**config.mk**
```make
export PLATFORM = sky130hd
export DESIGN_NAME = data_mover_sched_flat
export DESIGN_NICKNAME = d
export VERILOG_FILES = /design/src/rtl/data_mover_sched_if.sv /design/src/rtl/data_mover_sched.sv /design/src/flat_wrapper.sv
export SDC_FILE = /design/constraint.sdc
export NUM_CORES = 1
export LEC_CHECK = 0
export ABC_CLOCK_PERIOD_IN_PS = 3300
export CORE_AREA = 2 2 131 133
export DETAILED_ROUTE_END_ITERATION = 8
export DIE_AREA = 0 0 133 135
export DONT_BUFFER_PORTS = 1
export GPL_ROUTABILITY_DRIVEN = 0
export SLEW_MARGIN = 5
export SYNTH_ARGS = -nofsm -noshare
export SYNTH_HDL_FRONTEND = slang
export SYNTH_SLANG_ARGS = --single-unit
```
**constraint.sdc**
```tcl
create_clock -name clk -period 3.3 [get_ports clk]
set_input_delay 0.165 -clock clk [delete_from_list [all_inputs] [get_ports clk]]
set_output_delay 0.165 -clock clk [all_outputs]
set_load 0.05 [all_outputs]
```
**src/rtl/data_mover_sched_if.sv**
```systemverilog
// data_mover_sched_if
//   Bundles the request, mover-control, B-channel snoop and completion
//   signals of the data_mover scheduler.
//   Parameter: NUM_REQ - number of requesters (2..16).
//   Modports:
//     master - host/mover side: drives req_valid, req_addr, dst_bvalid,
//              dst_bresp; observes everything the scheduler produces.
//     slave  - scheduler side: the reverse.
interface data_mover_sched_if #(
  parameter int NUM_REQ = 4
);
  localparam int IW = $clog2(NUM_REQ);

  logic [NUM_REQ-1:0]    req_valid;
  logic [64*NUM_REQ-1:0] req_addr;
  logic [NUM_REQ-1:0]    req_ready;
  logic                  mover_start;
  logic [63:0]           mover_dest_address;
  logic                  dst_bvalid;
  logic [1:0]            dst_bresp;
  logic                  done_valid;
  logic [IW-1:0]         done_id;
  logic                  done_error;
  logic                  busy;

  modport master (
    output req_valid, req_addr, dst_bvalid, dst_bresp,
    input  req_ready, mover_start, mover_dest_address,
           done_valid, done_id, done_error, busy
  );

  modport slave (
    input  req_valid, req_addr, dst_bvalid, dst_bresp,
    output req_ready, mover_start, mover_dest_address,
           done_valid, done_id, done_error, busy
  );
endinterface

```
**src/rtl/data_mover_sched.sv**
```systemverilog
// data_mover_sched
//   Round-robin scheduler sharing one data_mover among NUM_REQ requesters.
//   Grants one request at a time, pulses mover_start with the granted
//   destination address, counts DST_AXI B responses until the whole move
//   (BYTE_COUNT/BURST_SIZE bursts) is acknowledged, then reports a tagged
//   completion with error status.
//   Ports:
//     clk    - clock
//     resetn - synchronous active-low reset
//     bus    - data_mover_sched_if.slave (requests, mover start/address,
//              B-channel snoop, completion, busy)
//   Optional feature: define DATA_MOVER_SCHED_TIMEOUT_EN to enable a
//   WAIT_B watchdog of TIMEOUT_CYCLES cycles that forces an error completion.
//
//   state  | meaning
//   IDLE   | arbitrating; accepts one request per visit
//   START  | one-cycle mover_start pulse
//   WAIT_B | counting B responses of the move in flight
//   DONE   | one-cycle completion report
module data_mover_sched #(
  parameter int NUM_REQ        = 4,
  parameter int BYTE_COUNT     = 1048576,
  parameter int BURST_SIZE     = 4096,
  parameter int TIMEOUT_CYCLES = 1000000
) (
  input logic             clk,
  input logic             resetn,
  data_mover_sched_if.slave bus
);
  localparam int IW  = $clog2(NUM_REQ);
  localparam int BPM = BYTE_COUNT / BURST_SIZE;
  localparam int BW  = $clog2(BPM + 1);

  typedef enum logic [1:0] {IDLE, START, WAIT_B, DONE} state_t;

  state_t        state, state_nxt;
  logic [IW-1:0] last_grant, cur_id, grant_id;
  logic          grant_found;
  logic [63:0]   grant_addr;
  logic [BW-1:0] b_count;
  logic          err;
  logic          last_beat;

  // Round-robin search starting just above the previous winner.
  always_comb begin
    grant_found = 1'b0;
    grant_id    = '0;
    for (int i = 1; i <= NUM_REQ; i++) begin
      if (!grant_found && bus.req_valid[IW'((int'(last_grant) + i) % NUM_REQ)]) begin
        grant_found = 1'b1;
        grant_id    = IW'((int'(last_grant) + i) % NUM_REQ);
      end
    end
  end

  always_comb begin
    grant_addr = '0;
    for (int i = 0; i < NUM_REQ; i++) begin
      if (grant_id == IW'(i)) grant_addr = bus.req_addr[64*i +: 64];
    end
  end

  assign last_beat = bus.dst_bvalid && (b_count == BW'(BPM - 1));

`ifdef DATA_MOVER_SCHED_TIMEOUT_EN
  logic [31:0] wd_count;
  logic        wd_expired;

  assign wd_expired = (state == WAIT_B) && (wd_count == 32'(TIMEOUT_CYCLES));

  always_ff @(posedge clk) begin
    if (!resetn)               wd_count <= '0;
    else if (state == START)   wd_count <= '0;
    else if (state == WAIT_B)  wd_count <= wd_count + 32'd1;
  end
`else
  logic unused_timeout;
  assign unused_timeout = (TIMEOUT_CYCLES == 0);
`endif

  always_ff @(posedge clk) begin
    if (!resetn) state <= IDLE;
    else         state <= state_nxt;
  end

  always_comb begin
    state_nxt = state;
    case (state)
      // A zero address would be ignored by the mover, so skip straight to an error completion.
      IDLE:   if (grant_found) state_nxt = (grant_addr == '0) ? DONE : START;
      START:  state_nxt = WAIT_B;
      WAIT_B: begin
        if (last_beat) state_nxt = DONE;
`ifdef DATA_MOVER_SCHED_TIMEOUT_EN
        else if (wd_expired) state_nxt = DONE;
`endif
      end
      DONE:    state_nxt = IDLE;
      default: state_nxt = IDLE;
    endcase
  end

  always_ff @(posedge clk) begin
    if (!resetn) begin
      last_grant             <= IW'(NUM_REQ - 1);
      cur_id                 <= '0;
      bus.mover_dest_address <= '0;
      b_count                <= '0;
      err                    <= 1'b0;
    end else begin
      case (state)
        IDLE: begin
          if (grant_found) begin
            cur_id                 <= grant_id;
            last_grant             <= grant_id;
            bus.mover_dest_address <= grant_addr;
            b_count                <= '0;
            err                    <= (grant_addr == '0);
          end
        end
        WAIT_B: begin
          if (bus.dst_bvalid) begin
            b_count <= b_count + BW'(1);
            if (bus.dst_bresp != 2'b00) err <= 1'b1;
          end
`ifdef DATA_MOVER_SCHED_TIMEOUT_EN
          if (wd_expired && !last_beat) err <= 1'b1;
`endif
        end
        default: ;
      endcase
    end
  end

  always_comb begin
    bus.req_ready   = '0;
    bus.mover_start = 1'b0;
    bus.done_valid  = 1'b0;
    bus.done_id     = '0;
    bus.done_error  = 1'b0;
    bus.busy        = (state != IDLE);
    case (state)
      // Gated by resetn so no accept is advertised while reset is held.
      IDLE:  if (grant_found && resetn) bus.req_ready[grant_id] = 1'b1;
      START: bus.mover_start = 1'b1;
      DONE: begin
        bus.done_valid = 1'b1;
        bus.done_id    = cur_id;
        bus.done_error = err;
      end
      default: ;
    endcase
  end
endmodule

```
**src/flat_wrapper.sv**
```systemverilog
// flat-port wrapper written by rule: the top's interface ports become plain ports
module data_mover_sched_flat 
#(
  parameter int NUM_REQ        = 4,
  parameter int BYTE_COUNT     = 1048576,
  parameter int BURST_SIZE     = 4096,
  parameter int TIMEOUT_CYCLES = 1000000
)
  (clk, resetn, bus_req_valid, bus_req_addr, bus_dst_bvalid, bus_dst_bresp, bus_req_ready, bus_mover_start, bus_mover_dest_address, bus_done_valid, bus_done_id, bus_done_error, bus_busy);
  data_mover_sched_if #(.NUM_REQ(NUM_REQ)) bus_i ();
  input logic clk;
  input logic resetn;
  input wire logic [$bits(bus_i.req_valid)-1:0] bus_req_valid;
  input wire logic [$bits(bus_i.req_addr)-1:0] bus_req_addr;
  input wire logic [$bits(bus_i.dst_bvalid)-1:0] bus_dst_bvalid;
  input wire logic [$bits(bus_i.dst_bresp)-1:0] bus_dst_bresp;
  output wire logic [$bits(bus_i.req_ready)-1:0] bus_req_ready;
  output wire logic [$bits(bus_i.mover_start)-1:0] bus_mover_start;
  output wire logic [$bits(bus_i.mover_dest_address)-1:0] bus_mover_dest_address;
  output wire logic [$bits(bus_i.done_valid)-1:0] bus_done_valid;
  output wire logic [$bits(bus_i.done_id)-1:0] bus_done_id;
  output wire logic [$bits(bus_i.done_error)-1:0] bus_done_error;
  output wire logic [$bits(bus_i.busy)-1:0] bus_busy;
  assign bus_i.req_valid = bus_req_valid;
  assign bus_i.req_addr = bus_req_addr;
  assign bus_i.dst_bvalid = bus_dst_bvalid;
  assign bus_i.dst_bresp = bus_dst_bresp;
  assign bus_req_ready = bus_i.req_ready;
  assign bus_mover_start = bus_i.mover_start;
  assign bus_mover_dest_address = bus_i.mover_dest_address;
  assign bus_done_valid = bus_i.done_valid;
  assign bus_done_id = bus_i.done_id;
  assign bus_done_error = bus_i.done_error;
  assign bus_busy = bus_i.busy;
  data_mover_sched #(.NUM_REQ(NUM_REQ), .BYTE_COUNT(BYTE_COUNT), .BURST_SIZE(BURST_SIZE), .TIMEOUT_CYCLES(TIMEOUT_CYCLES)) u_core (.clk(clk), .resetn(resetn), .bus(bus_i));
endmodule
```
; After elaboration in Yosys (flattened, before gate mapping)
; Index checks and enable logic that the tools add are counted.
[op_classes]
order_cmp = 6
n_reduce_logical = 19
eq_ne = 11
n_mux = 43
add_sub_neg = 5
[ops]
columns = operator, count
row1 = $mux 64, 4
row2 = $logic_not 64->1, 1
row3 = $mux 1, 19
row4 = $mux 9, 2
row5 = $pmux 9 s2, 1
row6 = $lt 2x4->1 const B, 4
row7 = $mux 2, 8
row8 = $add 9x1->9 const B, 1
row9 = $eq 9x8->1 const B, 1
row10 = $bmux 1 s2, 4
row11 = $eq 2x2->1 const B, 4
row12 = $mux 4, 2
row13 = $pmux 2 s4, 1
row14 = $logic_and 1x1->1, 6
row15 = $ne 2x1->1 const B, 3
row16 = $reduce_bool 2->1, 3
row17 = $add 2x1->2 const B, 2
row18 = $add 2x2->2 const B, 2
row19 = $eq 2x1->1 const B, 2
row20 = $logic_not 2->1, 2
row21 = $reduce_and 2->1, 2
row22 = $reduce_and 4->1, 1
row23 = $logic_not 1->1, 3
row24 = $lt 2x3->1 const B, 1
row25 = other kinds (5), 5
[totals]
word_cells = 90
inputBits = 265
out_inout_bits = 74
register_bits = 80

; Logic depth before layout (Yosys ltp)
; Gate-level depths: netlist (run 1).
[logic_depth]
depth_word = 23
depth_mapped = 14
mapped_depth_nobuf = 9

; Worst setup path after synthesis (run 1)
; OpenSTA, ideal clock, no wires.
[synth_path]
kind = reg-to-output
start = reg u_core.last_grant[1]
end = out bus_req_ready[0]
path_buffers = 5
t_required_ns = 3.135
arrival_time_ns = 2.546
setup_slack_ns = 0.589
path_stages_with_launch = 10
path_cell_list = dfxtp_1 -> buf_6 -> and3b_1 -> or2_1 -> buf_6 -> buf_6 -> clkbuf_1 -> clkbuf_1 -> nor2_1 -> nor3_1
[synth_between]
elab_chain_len = 20
elab_cells_between_ends = 38
cone_classes = 4 x add/sub / 2 x order compare / 24 x mux / 8 x reduce/logical
[synth_lines]
columns = item, line
row1 = start: declaration, data_mover_sched.sv:37  ; logic [IW-1:0] last_grant, cur_id, grant_id;
row2 = start signal: assignment, data_mover_sched.sv:105  ; last_grant <= IW'(NUM_REQ - 1);
row3 = start signal: assignment, data_mover_sched.sv:115  ; last_grant <= grant_id;
row4 = $add 2x1->2, "data_mover_sched.sv:49, data_mover_sched.sv:51"
row5 = $bmux 1 s2, data_mover_sched.sv:49  ; if (!grant_found && bus.req_valid[IW'((int'(last_grant) + i) % NUM_REQ)]) begin
row6 = $mux 1 (implied by the code) (2 in series), data_mover_sched.sv:49
row7 = $mux 1, data_mover_sched.sv:49
row8 = $logic_not 1->1, data_mover_sched.sv:49
row9 = $logic_and 1x1->1, data_mover_sched.sv:49
row10 = $mux 1, data_mover_sched.sv:49
row11 = $logic_not 1->1, data_mover_sched.sv:49
row12 = [... 3 more ...], -
row13 = $logic_and 1x1->1, data_mover_sched.sv:49
row14 = $mux 2, data_mover_sched.sv:49
row15 = $lt 2x3->1 (implied by the code) / $ge 2x1->1 (equally long branches), data_mover_sched.sv:144  ; IDLE: if (grant_found && resetn) bus.req_ready[grant_id] = 1'b1;
row16 = $logic_and 1x1->1 (implied by the code), data_mover_sched.sv:144
row17 = $mux 1 (implied by the code), data_mover_sched.sv:144
row18 = $demux 1 s2, -
row19 = $mux 4 *, data_mover_sched.sv:144
row20 = $mux 4 *, data_mover_sched.sv:142  ; case (state)
row21 = end: declaration, flat_wrapper.sv:17  ; output wire logic [$bits(bus_i.req_ready)-1:0] bus_req_ready;
; Mark *: on every way between the ends. The rest lies on a longest branch, timed or not. The select of a mux whose other input is x is not followed.

; Final worst setup path (run 1)
[layout_path]
start = reg u_core.last_grant[1]
end = reg u_core.state[1]
[layout_between]
elab_chain_len = 23
elab_cells_between_ends = 44
cone_classes = 4 x add/sub / 4 x eq/ne / 27 x mux / 9 x reduce/logical
[layout_lines]
columns = item, line
row1 = $add 2x1->2, "data_mover_sched.sv:49, data_mover_sched.sv:51"
row2 = $bmux 1 s2, data_mover_sched.sv:49
row3 = $mux 1 (implied by the code) (2 in series), data_mover_sched.sv:49
row4 = $mux 1, data_mover_sched.sv:49
row5 = $logic_not 1->1, data_mover_sched.sv:49
row6 = $logic_and 1x1->1, data_mover_sched.sv:49
row7 = $mux 1, data_mover_sched.sv:49
row8 = $logic_not 1->1, data_mover_sched.sv:49
row9 = [... 2 more ...], -
row10 = $logic_not 1->1, data_mover_sched.sv:49
row11 = $logic_and 1x1->1, data_mover_sched.sv:49
row12 = $mux 2, data_mover_sched.sv:49
row13 = $logic_not 2->1, data_mover_sched.sv:59  ; if (grant_id == IW'(i)) grant_addr = bus.req_addr[64*i +: 64];
row14 = $mux 64 (4 in series), data_mover_sched.sv:59
row15 = $logic_not 64->1, data_mover_sched.sv:90  ; IDLE: if (grant_found) state_nxt = (grant_addr == '0) ? DONE : START;
row16 = $mux 2 (2 in series), data_mover_sched.sv:90
row17 = $pmux 2 s4, data_mover_sched.sv:88  ; case (state)
row18 = end signal: assignment, data_mover_sched.sv:83  ; else state <= state_nxt;
row19 = end: declaration, data_mover_sched.sv:36  ; state_t state, state_nxt;
; Parallel ways exist; a longest one is shown, timed or not. The select of a mux whose other input is x is not followed.
; A chain may end at the register's enable or synchronous reset.

==> insert_results.sql, run 1 <==
INSERT INTO impl_metrics (metric_group, metric, value, unit) VALUES
('outcome', 'status', 'finished, final reports clean', ''),
('power', 'power_switching', '5048', 'µW'),
('floorplan', 'dieHeight', '135', 'µm'),
('power', 'cellLeakagePower', '0.002385', 'µW'),
('synth', 'yosys.cell_types.count', '44', ''),
('worst_setup_path', 'worst_r2r_path_depth', '12', ''),
('synth', 'netlist_instances', '940', ''),
('route', 'routed-via-count', '7252', ''),
('route', 'detail-route-antenna-nets', '0', ''),
('timing', 'tightestPinTransition', '0.7041', 'ns'),
('power', 'maximum_vdd_drop', '531.9', 'µV'),
('cts', 'ctsRootBufferMaster', 'sky130_fd_sc_hd__clkbuf_16', ''),
('timing', 'clock.fmax', '315.9', 'MHz'),
('synth', 'post_synth.cell_area_avg', '7.132', 'µm²'),
('cells_and_area', 'multi_input_comb_area', '4501', 'µm²'),
('power', 'p_per_area', '1173', 'nW/µm²'),
('worst_setup_path', 'setup.worst_path.end_class', 'register', ''),
('route', 'viasPerCell', '6.563', ''),
('synth', 'synth_top_flop_cell', 'sky130_fd_sc_hd__dfxtp_1', ''),
('power', 'power_frac_clock', '12.1', '%'),
('power', 'power.share.combinational', '51.0', '%'),
('placed_design', 'preCtsSetupSlack', '-0.04870', 'ns'),
('grt', 'gr_usage_total', '30.35', '%'),
('synth', 'synth.net_count', '1211', ''),
('route', 'route.detailed.drc', '0', ''),
('synth', 'netlist.top_cell.by_area', 'sky130_fd_sc_hd__dfxtp_1', ''),
('cells_and_area', 'drive_above_1_share', '14.76', '%'),
('cts', 'worst_skew_pair.late_latency', '0.34', 'ns'),
('cts', 'htree_num_levels', '3', ''),
('cts', 'ctsLongestPathBuffers', '2', ''),
('synth', 'yosysTopAreaCellShare', '23.89', '%'),
('hold_path', 'hp-class', 'primary input to register', ''),
('floorplan', 'initial_standard_cell_utilization_of_the_core', '40.86', '%'),
('synth', 'synth.ff_latch_count', '80', ''),
('route', 'wire_per_inst', '26.21', 'µm'),
('grt', 'top_usage_layer', 'met2', ''),
('grt', 'grt_pass1_vias', '6491', ''),
('cells_and_area', 'regArea', '1602', 'µm²'),
('cells_and_area', 'total_of_fill_cells_in_the_finished_design', '1717', ''),
('power', 'intPower', '3419', 'µW'),
('worst_setup_path', 'critical_path.max_fanout', '25', ''),
('route', 'initialDrtViolationCount', '893', ''),
('floorplan', 'std_cell_core_area', '16410', 'µm²'),
('placed_design', 'port_buffers', '0', ''),
('grt', 'grtUsageMet1', '41.29', '%'),
('timing', 'hold_viol_final', '0', ''),
('timing', 'worst_slew_margin_rel', '52.57', '%'),
('cts', 'tritoncts', 'yes', ''),
('cts', 'cts.sinks', '80', ''),
('synth', 'async_reset_ff_share', '0', '%'),
('grt', 'overflow', '0', ''),
('synth', 'synth_top_cells_by_area', 'sky130_fd_sc_hd__dfxtp_1, sky130_fd_sc_hd__o21ai_0, sky130_fd_sc_hd__a32oi_1, sky130_fd_sc_hd__or3b_2, sky130_fd_sc_hd__nand2_1', ''),
('grt', 'grt_pass1_wl', '41.41', 'mm'),
('synth', 'syn_area', '6704', 'µm²'),
('synth', 'synth.yosys.seq_area_share', '23.89', '%'),
('floorplan', 'io_pins', '339', ''),
('timing', 'period_share', '95.94', '%'),
('floorplan', 'fp-row-count', '47', ''),
('route', 'postRouteWirelength', '28.96', 'mm'),
('hold_path', 'hold-path-cell-count', '2', ''),
('worst_setup_path', 'worst_setup_path_start_kind', 'register', ''),
('cts', 'path_clk_slew', '0.06', 'ns'),
('power', 'power.sequential.fraction', '37.0', '%'),
('floorplan', 'dieArea', '17960', 'µm²'),
('timing', 'clock_skew', '0.007172', 'ns'),
('synth', 'yosys_warnings', '0', ''),
('timing', 'layout_min_cycle_time', '3.166', 'ns'),
('placed_design', 'hpwlAfterDp', '22.50', 'mm'),
('cells_and_area', 'finalNetCount', '1147', ''),
('route', 'dr.pass1.iters', '6', ''),
('timing', 'slew_viol_final', '0', '');
==> worst paths after layout <==
check | from | end
min reg2reg | u_core.cur_id[0]$_SDFFE_PN0P_ | u_core.cur_id[0]$_SDFFE_PN0P_
min | resetn | u_core.err$_SDFFE_PN0P_
max reg2reg | u_core.last_grant[1]$_SDFFE_PN1P_ | u_core.state[1]$_SDFFE_PN0P_
max | u_core.last_grant[1]$_SDFFE_PN1P_ | u_core.state[1]$_SDFFE_PN0P_
==> timing repair <==
item | CTS | global route
setup endpoints to repair | 1 | 2
gates resized for setup | 1 | 11
pin swaps | 0 | 1
hold buffers | 1 | 0
cloned | 0 | 1
endpoints found under the hold margin | 73 | 0
==> flip-flops by register name (all words and copies together) (netlist names) <==
register and cells:
u_core.b_count 9, u_core.err 1, u_core.cur_id 2, u_core.state 2
u_core.bus.mover_dest_address 64, u_core.last_grant 2
==> area by class of cell <==
| class | count | share of cell area (%) |
|---|---|---|
| clock buffers | 10 | 3.310 |
| multi-input cells | 716 | 62.33 |
| well taps | 220 | 3.812 |
| repair buffers | 39 | 5.718 |
| flip-flops and latches | 80 | 22.18 |
| diodes | 4 | 0.1386 |
| inverters | 30 | 1.560 |
| clock inverters | 6 | 0.9530 |
==> synthesized netlist by cell type (all sizes together) (25+ instances only) <==
cell and number:
a211oi 52, a21boi 55, a21oi 56, a32oi 53
buf 37, clkbuf 78, dfxtp 80, inv 30
nand2 118, o211ai 25, o21ai 186, or3b 52
==> logic make-up after synthesis <==
logic type,after synthesis,share of synthesized area [%]
simple gates,243,19.78
mux,4,0.5973
fa+ha+maj,6,1.120
compound gates,458,43.92
xor+xnor,4,0.5225
flops,80,23.89
buf+inv,145,10.17
==> metrics by stage <==
stage	hold WS, ns	instance area, µm²	std cells	util (%)	TNS (ns)
after floorplan	0.4147	6704	940	-	0
after global placement	0.2633	6823	1083	41.58	0
after detailed placement	0.2560	6823	1083	41.58	-0.04870
after CTS	0.002810	7159	1100	43.64	0
after global routing	0.01136	7216	1103	43.98	-0.03956
final	0.01091	7221	1105	44.01	0
==> layer usage <==
metal  routed length (µm)  share of wire, %  vias to the layer above
met4                  906               3.1                        4
met1                12330                43                     3360
li1                     -                 -                     3372
met2                12640                44                      450
met5                   24             0.083                        -
met3                 3065                11                       66
==> worst max-delay path: stages (launching register included) <==
cell and delay [ns]:
sky130_fd_sc_hd__dfxtp_1 0.49, sky130_fd_sc_hd__mux2i_2 0.31, sky130_fd_sc_hd__o22ai_4 0.12, sky130_fd_sc_hd__buf_4 0.24, sky130_fd_sc_hd__buf_4 0.21, sky130_fd_sc_hd__a211oi_1 0.19, sky130_fd_sc_hd__a32oi_1 0.18, sky130_fd_sc_hd__nor4_2 0.42
sky130_fd_sc_hd__buf_4 0.18, sky130_fd_sc_hd__nand4_1 0.12, sky130_fd_sc_hd__nor4_2 0.37, sky130_fd_sc_hd__mux2i_1 0.14, sky130_fd_sc_hd__a21oi_1 0.15
==> layout by cell type, fill, tap and decap left out, types with 3 or more instances in the layout <==
| cell type | n |
|---|---|
| sky130_fd_sc_hd__o211ai_1 | 25 |
| sky130_fd_sc_hd__a2111oi_0 | 5 |
| sky130_fd_sc_hd__clkbuf_16 | 9 |
| sky130_fd_sc_hd__buf_12 | 8 |
| sky130_fd_sc_hd__diode_2 | 4 |
| sky130_fd_sc_hd__clkinv_4 | 3 |
| sky130_fd_sc_hd__nand3_1 | 3 |
| sky130_fd_sc_hd__nor4_2 | 3 |
| sky130_fd_sc_hd__nand2b_1 | 3 |
| sky130_fd_sc_hd__nor2b_1 | 12 |
| sky130_fd_sc_hd__nor2_1 | 12 |
| sky130_fd_sc_hd__o21ai_0 | 161 |
| sky130_fd_sc_hd__and2_1 | 17 |
| sky130_fd_sc_hd__a21boi_0 | 55 |
| sky130_fd_sc_hd__or3b_2 | 52 |
| sky130_fd_sc_hd__xor2_1 | 4 |
| sky130_fd_sc_hd__dfxtp_1 | 80 |
| sky130_fd_sc_hd__mux2i_1 | 3 |
| sky130_fd_sc_hd__a31oi_1 | 13 |
| sky130_fd_sc_hd__nand4_1 | 7 |
| sky130_fd_sc_hd__a2111oi_2 | 5 |
| sky130_fd_sc_hd__nor3_1 | 5 |
| sky130_fd_sc_hd__a211oi_1 | 50 |
| sky130_fd_sc_hd__a21oi_1 | 55 |
| sky130_fd_sc_hd__a32oi_1 | 53 |
| sky130_fd_sc_hd__buf_4 | 30 |
| sky130_fd_sc_hd__o21ai_1 | 25 |
| sky130_fd_sc_hd__nand2_1 | 116 |
| sky130_fd_sc_hd__ha_1 | 6 |
| sky130_fd_sc_hd__inv_1 | 29 |
==> power by group through the flow <==
stage | combinational [µW] | clock [µW] | sequential [µW]
floorplan | 3030 | 0 | 2910
global placement | 4090 | 0 | 3160
detailed placement | 4120 | 0 | 3160
CTS | 4150 | 1030 | 3140
global route | 4700 | 1070 | 3170
finish | 4320 | 1020 | 3130
No activity file was read; power rests on OpenSTA's default activity.
==> run 2, diff against run 1 <==
- CORE_AREA: 2 2 131 133 -> 2 2 130 132
- DIE_AREA: 0 0 133 135 -> 0 0 132 134
- PLACE_DENSITY: unset -> 0.62
==> insert_results.sql, run 2 (synthesis results as in run 1) <==
INSERT INTO impl_metrics (metric_group, metric, value, unit) VALUES
('cells_and_area', 'final_common_cell', 'sky130_fd_sc_hd__o21ai_0', ''),
('floorplan', 'dieArea', '17690', 'µm²'),
('cells_and_area', 'mostFrequentLayoutCells', 'sky130_fd_sc_hd__o21ai_0, sky130_fd_sc_hd__nand2_1, sky130_fd_sc_hd__dfxtp_1', ''),
('timing', 'slew_viol_final', '0', ''),
('power', 'power.share.combinational', '50.7', '%'),
('worst_setup_path', 'rr_endpoint', 'u_core.state[1]$_SDFFE_PN0P_', ''),
('timing', 'worst_slew_margin_rel', '49.74', '%'),
('worst_setup_path', 'critical_path_data_arrival_time', '3.42', 'ns'),
('route', 'route.detailed.drc', '0', ''),
('floorplan', 'die-width', '132', 'µm'),
('grt', 'antenna_found_initial', '5', ''),
('cells_and_area', 'area_growth_from_synthesis_to_layout', '7.130', '%'),
('route', 'postRouteWirelength', '27.68', 'mm'),
('grt', 'grt_pass1_vias', '6415', ''),
('worst_setup_path', 'worst_setup_path_start_kind', 'register', ''),
('power', 'cellLeakagePower', '0.002378', 'µW'),
('cts', 'post-cts-setup-buffer-count', '0', ''),
('power', 'switching_share', '58.83', '%'),
('worst_setup_path', 'critical_path.max_fanout', '71', ''),
('timing', 'tightestPinTransition', '0.7504', 'ns'),
('worst_setup_path', 'rrSetupSlack', '0.15', 'ns'),
('worst_setup_path', 'cpPeakStageDelay', '0.52', 'ns'),
('worst_setup_path', 'reg2reg_launch_point', 'u_core.last_grant[1]$_SDFFE_PN1P_', ''),
('timing', 'grt_setup_unrepaired', 'no', ''),
('timing', 'clock_skew', '0.004446', 'ns'),
('power', 'power_frac_clock', '12.6', '%'),
('power', 'maximum_vdd_drop', '430.1', 'µV'),
('hold_path', 'min-delay-start', 'bus_dst_bvalid', ''),
('route', 'wire_per_inst', '25.21', 'µm'),
('grt', 'grt_pass1_wl', '40.36', 'mm'),
('timing', 'finalSetupViolCount', '0', ''),
('power', 'power.sequential.fraction', '36.7', '%'),
('hold_path', 'hold-path-cell-count', '3', ''),
('cts', 'ctsRootBufferMaster', 'sky130_fd_sc_hd__clkbuf_16', ''),
('route', 'detail-route-antenna-nets', '0', ''),
('cts', 'cts.sinks', '80', ''),
('floorplan', 'initial_standard_cell_utilization_of_the_core', '41.16', '%'),
('power', 'p_per_area', '1177', 'nW/µm²'),
('route', 'viasPerCell', '6.480', ''),
('route', 'routed-via-count', '7115', ''),
('cts', 'worst_skew_pair.late_latency', '0.34', 'ns'),
('timing', 'layout_min_cycle_time', '3.148', 'ns'),
('floorplan', 'std_cell_core_area', '16290', 'µm²'),
('timing', 'clock.fmax', '317.6', 'MHz'),
('timing', 'hold_viol_final', '0', ''),
('job', 'timing.max_cap.violations', '0', ''),
('worst_setup_path', 'crit_chain', 'and3b_1 -> or2_4 -> buf_12 -> or3b_2 -> a32oi_1 -> a2111oi_1 -> nand4_1 -> nor4_2 -> mux2i_1 -> a21oi_1', ''),
('floorplan', 'dieHeight', '134', 'µm'),
('floorplan', 'io_pins', '339', ''),
('cells_and_area', 'finalNetCount', '1143', ''),
('placed_design', 'hpwlAfterDp', '21.43', 'mm'),
('route', 'dr.pass1.iters', '5', ''),
('cts', 'cts_inserted_buffers', '9', ''),
('cts', 'ctsLongestPathBuffers', '2', ''),
('worst_setup_path', 'setup.worst_path.end_class', 'register', ''),
('worst_setup_path', 'timing.critical_path.required', '3.57', 'ns'),
('route', 'initialDrtViolationCount', '681', ''),
('hold_path', 'hp-class', 'primary input to register', ''),
('cells_and_area', 'largest_registers', 'u_core.bus.mover_dest_address: 64 flops, u_core.b_count: 9 flops', ''),
('cells_and_area', 'largest-register', 'u_core.bus.mover_dest_address', ''),
('grt', 'gr_usage_total', '29.63', '%'),
('timing', 'final.setup.tns', '0', 'ns'),
('timing', 'period_share', '95.40', '%'),
('worst_setup_path', 'timing_worst_setup_path_type', 'register to register', ''),
('hold_path', 'whs_endpoint', 'u_core.state[1]$_SDFFE_PN0P_', ''),
('cells_and_area', 'largest_reg_flops', '64', ''),
('cts', 'tritoncts', 'yes', ''),
('cells_and_area', 'total_of_fill_cells_in_the_finished_design', '1704', ''),
('grt', 'pin_count_of_the_biggest_net_entering_global_routing', '75', ''),
('power', 'power_switching', '4973', 'µW'),
('power', 'intPower', '3480', 'µW'),
('placed_design', 'port_buffers', '0', ''),
('floorplan', 'fp-row-count', '47', ''),
('cells_and_area', 'postLayoutCellArea', '7182', 'µm²'),
('grt', 'overflow', '0', ''),
('placed_design', 'post_dp_area', '6825', 'µm²'),
('outcome', 'status', 'finished, final reports clean', ''),
('worst_setup_path', 'critical-path-slowest-cell', 'sky130_fd_sc_hd__a2111oi_1', ''),
('cts', 'htree_num_levels', '3', ''),
('cells_and_area', 'drive_above_1_share', '13.34', '%'),
('cts', 'path_clk_slew', '0.06', 'ns'),
('worst_setup_path', 'worst_r2r_path_depth', '10', '');
run 2: how the worst max path moves through the flow:
stage	startpoint	to	slack, ns	depth (start not counted)
floorplan	u_core.last_grant[1]$_SDFFE_PN1P_	bus_req_ready[0]	0.59	9
global placement	u_core.last_grant[1]$_SDFFE_PN1P_	u_core.state[1]$_SDFFE_PN0P_	0.26	12
detailed placement	u_core.last_grant[1]$_SDFFE_PN1P_	u_core.state[1]$_SDFFE_PN0P_	0.17	12
CTS	u_core.last_grant[1]$_SDFFE_PN1P_	u_core.state[1]$_SDFFE_PN0P_	0.16	12
global route	u_core.last_grant[1]$_SDFFE_PN1P_	u_core.state[1]$_SDFFE_PN0P_	0.0005	10
finish	u_core.last_grant[1]$_SDFFE_PN1P_	u_core.state[1]$_SDFFE_PN0P_	0.15	10
run 2: area by class of cell:
type / count / area [µm²] / share of cell area, %
multi-input combinational: 715 / 4459 / 62.09
sequential: 80 / 1602 / 22.30
timing repair buffer: 36 / 415.4 / 5.784
tap: 220 / 275.3 / 3.833
clock buffer: 13 / 250.2 / 3.484
inverter: 30 / 112.6 / 1.568
clock inverter: 3 / 65.06 / 0.9059
antenna: 1 / 2.502 / 0.03484
run 2: worst max-delay path: cells and delay by family (launching register included):
family,cells,cell delay [ns]
flip-flops,1,0.49
multiplexers,1,0.12
AND/OR/NAND/NOR,5,1.37
AO/OA/AOI/OAI,3,0.79
buffers and inverters,1,0.28
run 2: power groups by stage:
stage,Combinational (µW),Clock [µW],Sequential [µW]
after CTS,4190,1070,3120
after global routing,4650,1120,3160
final,4290,1060,3100
after detailed placement,4160,0,3140
after global placement,4150,0,3130
after floorplan,3030,0,2910
run 2: what timing repair did:
action	in CTS	in global routing
hold buffers	1	0
hold endpoints to repair	74	0
resized for setup	0	5
setup endpoints to repair	0	1
run 2: stage by stage:
step / total power [µW] / setup WS (ns) / utilization [%] / cells / hold slack (ns)
after floorplan: 5938 / 0.5889 / - / 940 / 0.4147
after global placement: 7282 / 0.2622 / 41.90 / 1080 / 0.2670
after detailed placement: 7302 / 0.1678 / 41.90 / 1080 / 0.2682
after CTS: 8381 / 0.1626 / 44.00 / 1097 / 0.1285
after global routing: 8926 / 0.0005476 / 44.07 / 1097 / 0.1675
final: 8453 / 0.1517 / 44.09 / 1098 / 0.1415
run 2: routing by layer:
metal  wire [µm]  track usage (%)  vias to the layer above
met1       11660            39.26                     3320
met4         592            7.488                        8
met3        3183            10.77                       41
met2       12200            45.75                      391
li1            -                -                     3355
met5          45                0                        -
